File: src/rtl/tea_arbiter.sv
// rtl/tea_arbiter.sv - round-robin two-requester front end for a TEA cipher core
// Grants one requester, feeds the cipher, then holds the result for the grant owner.
module tea_arbiter #(
    parameter int WORD_SIZE = 16,
    parameter int TIMEOUT   = 1023
) (
    input  logic                   clk,
    input  logic                   rst_n,
    input  logic                   req0_valid,
    input  logic                   req1_valid,
    output logic                   req0_ready,
    output logic                   req1_ready,
    input  logic [2*WORD_SIZE-1:0] req0_data,
    input  logic [2*WORD_SIZE-1:0] req1_data,
    input  logic [4*WORD_SIZE-1:0] req0_key,
    input  logic [4*WORD_SIZE-1:0] req1_key,
    output logic                   rsp0_valid,
    output logic                   rsp1_valid,
    input  logic                   rsp0_ready,
    input  logic                   rsp1_ready,
    output logic [2*WORD_SIZE-1:0] rsp_data,
    output logic                   rsp_err,
    output logic                   oStart,
    output logic [WORD_SIZE-1:0]   oV0,
    output logic [WORD_SIZE-1:0]   oV1,
    output logic [WORD_SIZE-1:0]   oK0,
    output logic [WORD_SIZE-1:0]   oK1,
    output logic [WORD_SIZE-1:0]   oK2,
    output logic [WORD_SIZE-1:0]   oK3,
    input  logic [WORD_SIZE-1:0]   iC0,
    input  logic [WORD_SIZE-1:0]   iC1,
    input  logic                   iDone
);
    localparam int W = WORD_SIZE;
    localparam logic [9:0] CNT_LAST = 10'(TIMEOUT - 1);

    typedef enum logic [1:0] {S_IDLE, S_LOAD, S_RUN, S_RESP} state_t;

    state_t         r_state;
    state_t         w_next;
    logic           r_owner;
    logic           r_last;
    logic [9:0]     r_cnt;
    logic [2*W-1:0] r_v;
    logic [4*W-1:0] r_k;
    logic [2*W-1:0] r_rsp_data;
    logic           r_rsp_err;

    logic w_idle;
    logic w_gnt0;
    logic w_gnt1;
    logic w_ack;
    logic w_timeout;

    // r_last = 1 means requester 1 was served last, so requester 0 wins a tie
    assign w_idle    = (r_state == S_IDLE);
    assign w_gnt0    = w_idle && req0_valid && (!req1_valid || r_last);
    assign w_gnt1    = w_idle && req1_valid && (!req0_valid || !r_last);
    assign w_ack     = r_owner ? rsp1_ready : rsp0_ready;
    assign w_timeout = (r_cnt == CNT_LAST);

    always_ff @(posedge clk or negedge rst_n) begin
        if (!rst_n) begin
            r_state <= S_IDLE;
        end else begin
            r_state <= w_next;
        end
    end

    always_comb begin
        w_next = r_state;
        case (r_state)
            S_IDLE:  if (w_gnt0 || w_gnt1) w_next = S_LOAD;
            S_LOAD:  w_next = S_RUN;
            S_RUN:   if (iDone || w_timeout) w_next = S_RESP;
            S_RESP:  if (w_ack) w_next = S_IDLE;
            default: w_next = S_IDLE;
        endcase
    end

    // Grants are gated by rst_n so ready stays low while reset is held
    always_comb begin
        req0_ready = w_gnt0 && rst_n;
        req1_ready = w_gnt1 && rst_n;
        rsp0_valid = (r_state == S_RESP) && !r_owner;
        rsp1_valid = (r_state == S_RESP) && r_owner;
        oStart     = (r_state == S_RUN);
    end

    always_ff @(posedge clk or negedge rst_n) begin
        if (!rst_n) begin
            r_owner    <= 1'b0;
            r_last     <= 1'b1;
            r_cnt      <= '0;
            r_v        <= '0;
            r_k        <= '0;
            r_rsp_data <= '0;
            r_rsp_err  <= 1'b0;
        end else begin
            case (r_state)
                S_IDLE: begin
                    if (w_gnt0 || w_gnt1) begin
                        r_owner <= w_gnt1;
                        r_v     <= w_gnt1 ? req1_data : req0_data;
                        r_k     <= w_gnt1 ? req1_key : req0_key;
                    end
                end
                S_LOAD: r_cnt <= '0;
                S_RUN: begin
                    r_cnt <= r_cnt + 10'd1;
                    // done takes priority over a coincident timeout
                    if (iDone) begin
                        r_rsp_data <= {iC1, iC0};
                        r_rsp_err  <= 1'b0;
                    end else if (w_timeout) begin
                        r_rsp_data <= '0;
                        r_rsp_err  <= 1'b1;
                    end
                end
                S_RESP: begin
                    if (w_ack) r_last <= r_owner;
                end
                default: ;
            endcase
        end
    end

    assign rsp_data = r_rsp_data;
    assign rsp_err  = r_rsp_err;
    assign oV0      = r_v[W-1:0];
    assign oV1      = r_v[2*W-1:W];
    assign oK0      = r_k[W-1:0];
    assign oK1      = r_k[2*W-1:W];
    assign oK2      = r_k[3*W-1:2*W];
    assign oK3      = r_k[4*W-1:3*W];

endmodule

File: config.mk
export PLATFORM = sky130hd
export DESIGN_NAME = tea_arbiter
export DESIGN_NICKNAME = d
export VERILOG_FILES = /design/src/rtl/tea_arbiter.sv
export SDC_FILE = /design/constraint.sdc
export NUM_CORES = 1
export LEC_CHECK = 0
export BUFFER_PORTS_ARGS = -buffer_cell sky130_fd_sc_hd__buf_2
export CORE_AREA = 2 2 142 144
export DETAILED_ROUTE_END_ITERATION = 6
export DIE_AREA = 0 0 144 146
export PLACE_DENSITY_LB_ADDON = 0.1
export SLEW_MARGIN = 20
export SYNTH_ARGS = -nofsm -noshare
export SYNTH_HDL_FRONTEND = slang
export SYNTH_SLANG_ARGS = --single-unit
export TNS_END_PERCENT = 5
File: constraint.sdc
create_clock -name clk -period 2.8 [get_ports clk]
set_clock_uncertainty 0.05 [all_clocks]
set_input_delay 0.56 -clock clk [delete_from_list [all_inputs] [get_ports clk]]
set_output_delay 0.56 -clock clk [all_outputs]
set_load 0.005 [all_outputs]
Yosys cells after proc, flatten, opt, wreduce, memory -nomap -nowiden
Index checks and enable logic that the tools add are counted.
{"block": "totals", "output_inout_bits": 134, "input_bits": 231, "register_bits": 143}
{"block": "op_classes", "n_addsub": 1, "n_reduce_logical": 23, "mux": 12, "eq_ne": 7}
{"cell": "two-way mux 32 bit", "count": 3}
{"cell": "two-way mux 64 bit", "count": 1}
{"cell": "case mux 10 bit (2 select lines)", "count": 1}
{"cell": "adder 10 x 1 -> 10 bit, second input constant", "count": 1}
{"cell": "== test 10 bit, second input constant", "count": 1}
{"cell": "logical AND 1 bit", "count": 8}
{"cell": "case mux 2 bit (4 select lines)", "count": 1}
{"cell": "two-way mux 2 bit", "count": 3}
{"cell": "AND reduction 2 bit", "count": 3}
{"cell": "== test 2 bit, second input constant", "count": 2}
{"cell": "logical NOT 1 bit", "count": 4}
{"cell": "logical OR 1 bit", "count": 4}
{"cell": "!= test 2 x 1 -> 1 bit, second input constant", "count": 2}
{"cell": "nonzero test 2 bit", "count": 2}
{"cell": "two-way mux 1 bit", "count": 3}
{"cell": "AND reduction 3 bit", "count": 1}
{"cell": "== test 2 x 1 -> 1 bit, second input constant", "count": 1}
{"cell": "logical NOT 2 bit", "count": 1}
{"cell": "!= test 2 bit, second input constant", "count": 1}

Depth between registers and ports, before layout
{"block": "depth", "ltp_word": 6, "mapped_depth": 8}

Least setup slack after synthesis
Ideal clock, no wire load.
{"block": "synth_timing", "kind": "register to output", "startpoint": "register r_state[0]", "endpoint": "output port req1_ready", "arrival_time_ns": 1.285, "path_buffers": 3, "slack_ns": 0.905, "path_stages_with_launch": 8, "cell_sequence": "dfrtp_1 > inv_1 > ha_1 > nand3_1 > buf_4 > buf_6 > buf_8 > nor2_1"}
{"block": "synth_between", "elab_chain_len": 4}
{"element": "from (decl)", "line_no": "39", "source": "state_t r_state;"}
{"element": "from (signal assigned)", "line_no": "66", "source": "r_state <= w_next;"}
{"element": "logical NOT 2 bit", "line_no": "56", "source": "assign w_idle = (r_state == S_IDLE);"}
{"element": "logical AND 1 bit (2 in series)", "line_no": "58", "source": "assign w_gnt1 = w_idle && req1_valid && (!req0_valid || !r_last);"}
{"element": "logical AND 1 bit", "line_no": "84", "source": "req1_ready = w_gnt1 && rst_n;"}
{"element": "to (decl)", "line_no": "12", "source": "output logic req1_ready,"}
No other way between the ends.

Worst setup path in the final report
Same ends and word-level chain as after synthesis.

==> results.py <==
metrics = {
    "run_status": {
        "status": "completed",
    },
    "setup_path": {
        "critical_path_depth": 5,
        "cp_top_family": "simple AND/OR/NAND/NOR gates",
        "end_kind": "primary output",
        "path_cells": "inv_1 -> ha_1 -> nand3_4 -> nor2_1 -> buf_2",
        "crit_required_ns": 2.19,
        "worstRegToRegCells": 6,
        "r2r_setup_slack_ns": 0.87,
        "worstPathArrival_ns": 1.79,
        "critical_path_peak_fanout": 12,
        "crit_type": "flip-flop to primary output",
        "critPathBufInv": 2,
        "start_kind": "flip-flop",
        "crit_slowest_cell": "dfrtp_1",
        "worst_path_largest_cell_delay_ns": 0.39,
        "rr_startpoint": "r_state[0]$_DFFE_PN0P_",
        "r2r_end": "r_v[4]$_DFFE_PN0P_",
    },
    "grt": {
        "grt-ovfl-total": 0,
        "grt_pass1_vias": 5319,
        "grt_pass1_wl_mm": 29.55,
        "grt_max_degree": 118,
        "antenna_found_initial": 2,
        "grt.total_usage_pct": 18.31,
    },
    "logic_synthesis": {
        "syn_area_um2": 6425,
        "synth_seq_cells": 143,
        "syn_inst": 582,
        "synth.distinct_cells": 37,
        "avgSynthCellArea_um2": 11.04,
        "synth_nets": 819,
        "synth_seq_area_share_pct": 55.72,
        "synth-warning-count": 0,
    },
    "sta": {
        "rsz0062_at_grt": "false",
        "slew_viol_final": 0,
        "maxSlewHeadroom_pct": 35.17,
        "period_minus_slack_ns": 2.402,
        "finalSetupTns_ns": 0,
        "setup_viol": 0,
        "worstMarginPinSlew_ns": 0.9724,
        "clock.fmax_ghz": 0.4164,
        "finalCritPeriodShare_pct": 85.77,
        "finalHoldViolCount": 0,
    },
    "die": {
        "die_area_um2": 21020,
        "ios": 365,
        "fp.dieW_um": 144,
        "die_y_um": 146,
        "num_rows": 51,
        "coreArea_um2": 19330,
        "start_util_pct": 33.23,
    },
    "cts": {
        "cts_buffer_depth": 2,
        "clk_pin_slew_ns": 0.06,
        "cts-root-buf": "clkbuf_16",
        "tritoncts": "done",
        "htree_num_levels": 4,
        "cts_buffers": 17,
        "clock-sinks": 143,
        "clock_latency_ns": 0.41,
    },
    "placement": {
        "dpl.hpwl_mm": 14.54,
        "place.gp.congestion": 0.8340,
        "io_buffers": 364,
    },
    "drt": {
        "wl_per_cell_um": 16.08,
        "first_pass_iters": 4,
        "ant_nets": 0,
        "vias_per_cell": 4.447,
        "vias": 5408,
        "drc": 0,
        "wl_mm": 19.55,
        "drt_iter0_markers": 203,
    },
    "final_layout": {
        "multi_input_area_um2": 2589,
        "num-fill-cells": 1899,
        "drive_gt1_share_pct": 44.05,
        "final_common_cell": "buf_2",
        "nets": 1173,
        "regArea_um2": 3580,
        "mostFrequentLayoutCells": "363 x buf_2, 142 x dfrtp_1, 107 x nand2_1",
        "synthToLayoutAreaGrowth_pct": 41.05,
    },
    "min_path": {
        "worstHoldStart": "iC0[9]",
        "min_path_type": "input pin to flip-flop",
        "whs_endpoint": "rsp_data[9]$_DFFE_PN0P_",
        "hold_depth": 2,
    },
    "pwr": {
        "sw_frac_of_total_pct": 36.19,
        "clkPwrFrac_pct": 23.9,
        "leakage_nw": 5.275,
        "intPower_mw": 5.923,
        "p_comb_share_pct": 38.6,
        "powerDensity_nw_per_um2": 1024,
        "total_power_mw": 9.283,
        "p_sw_mw": 3.360,
        "vdd_drop_max_v": 0.0003791,
        "p_seq_share_pct": 37.5,
    },
    "flow_run": {
        "maxCapViolations": 0,
    },
}
-- stage by stage --
| step | hold WS (ns) | setup WS, ns | area, um2 | util [%] | instances |
|---|---|---|---|---|---|
| floorplan | 0.2144 | 0.9050 | 6425 | - | 582 |
| global placement | 0.3399 | 0.8393 | 8471 | 43.81 | 1181 |
| detailed placement | 0.3386 | 0.8049 | 8471 | 43.81 | 1181 |
| CTS | 0.2874 | 0.3389 | 9057 | 46.85 | 1214 |
| global route | 0.2945 | 0.2259 | 9062 | 46.87 | 1216 |
| finish | 0.3150 | 0.3983 | 9062 | 46.87 | 1216 |
-- cell usage after synthesis, drive strengths merged --
library cell	count	area [um2]
nor2	9	33.78
and3	2	13.77
inv	6	22.52
buf	29	212.7
ha	6	75.07
mux2	1	11.26
xnor2	2	17.52
and2	2	12.51
nand3b	1	7.510
dfstp	1	26.28
o21ai	103	526.8
mux2i	98	980.9
nand3	5	25.02
or3	1	7.510
a22o	34	300.3
xor2	2	17.52
nand2	107	401.6
nand2b	1	6.260
a21o	1	7.510
nor3	5	36.29
a21oi	4	20.02
nor2b	3	18.77
nand4	3	25.02
o21ba	1	10.01
clkbuf	12	45.04
dfrtp	142	3553
o32a	1	10.01
-- cells by family (layout without fill, tap and decap cells) --
kind of cell	count (synthesis)	after routing	synth area share [%]
compound gates	144	144	13.61
flops	143	143	55.72
simple gates	139	139	9.153
mux	99	99	15.44
buf+inv	47	414	4.362
fa+ha+maj	6	6	1.168
xor+xnor	4	4	0.5454
other cells	0	2	0
-- worst max path at each step --
stage | start | endpoint | slack (ns)
after floorplan | r_state[0]$_DFFE_PN0P_ | req1_ready | 0.90
after global placement | r_state[0]$_DFFE_PN0P_ | req1_ready | 0.84
after detailed placement | r_state[0]$_DFFE_PN0P_ | req1_ready | 0.80
after CTS | r_state[0]$_DFFE_PN0P_ | req1_ready | 0.34
after global routing | r_state[0]$_DFFE_PN0P_ | req1_ready | 0.23
final | r_state[0]$_DFFE_PN0P_ | req1_ready | 0.40
-- cell type report --
type | count | share of cell area, %
Sequential cell | 143 | 39.50
Multi-Input combinational cell | 392 | 28.57
Timing Repair Buffer | 376 | 21.61
Clock buffer | 17 | 4.694
Tap cell | 265 | 3.659
Clock inverter | 15 | 1.671
Inverter | 6 | 0.2485
Antenna cell | 2 | 0.05523
-- power by group through the flow --
| stage | Sequential (mW) | Clock [mW] | Combinational, mW |
|---|---|---|---|
| after floorplan | 3.58 | 0 | 1.96 |
| after global placement | 3.49 | 0 | 3.66 |
| after detailed placement | 3.50 | 0 | 3.68 |
| after CTS | 3.49 | 2.30 | 3.67 |
| after global routing | 3.61 | 2.39 | 4.05 |
| final | 3.48 | 2.22 | 3.58 |
-- registers in the layout, summed over array words and instances (netlist names) --
name / flops
r_k: 64
r_v: 32
rsp_data: 32
r_cnt: 10
r_state: 2
r_last: 1
r_owner: 1
rsp_err: 1
-- repair_timing --
item,4_1_cts,5_1_grt
hold buffers,1,0
hold endpoints to repair,9,0
resized for setup,0,0
setup buffers,0,0
-- per-layer routing --
metal	global-route usage (%)	vias up	routed length, um
met5	0	-	0
met3	5.495	16	1655
met1	22.74	2404	8190
met2	30.26	241	9404
li1	-	2747	-
met4	6.176	0	301
(Power assumes the default switching activity.)
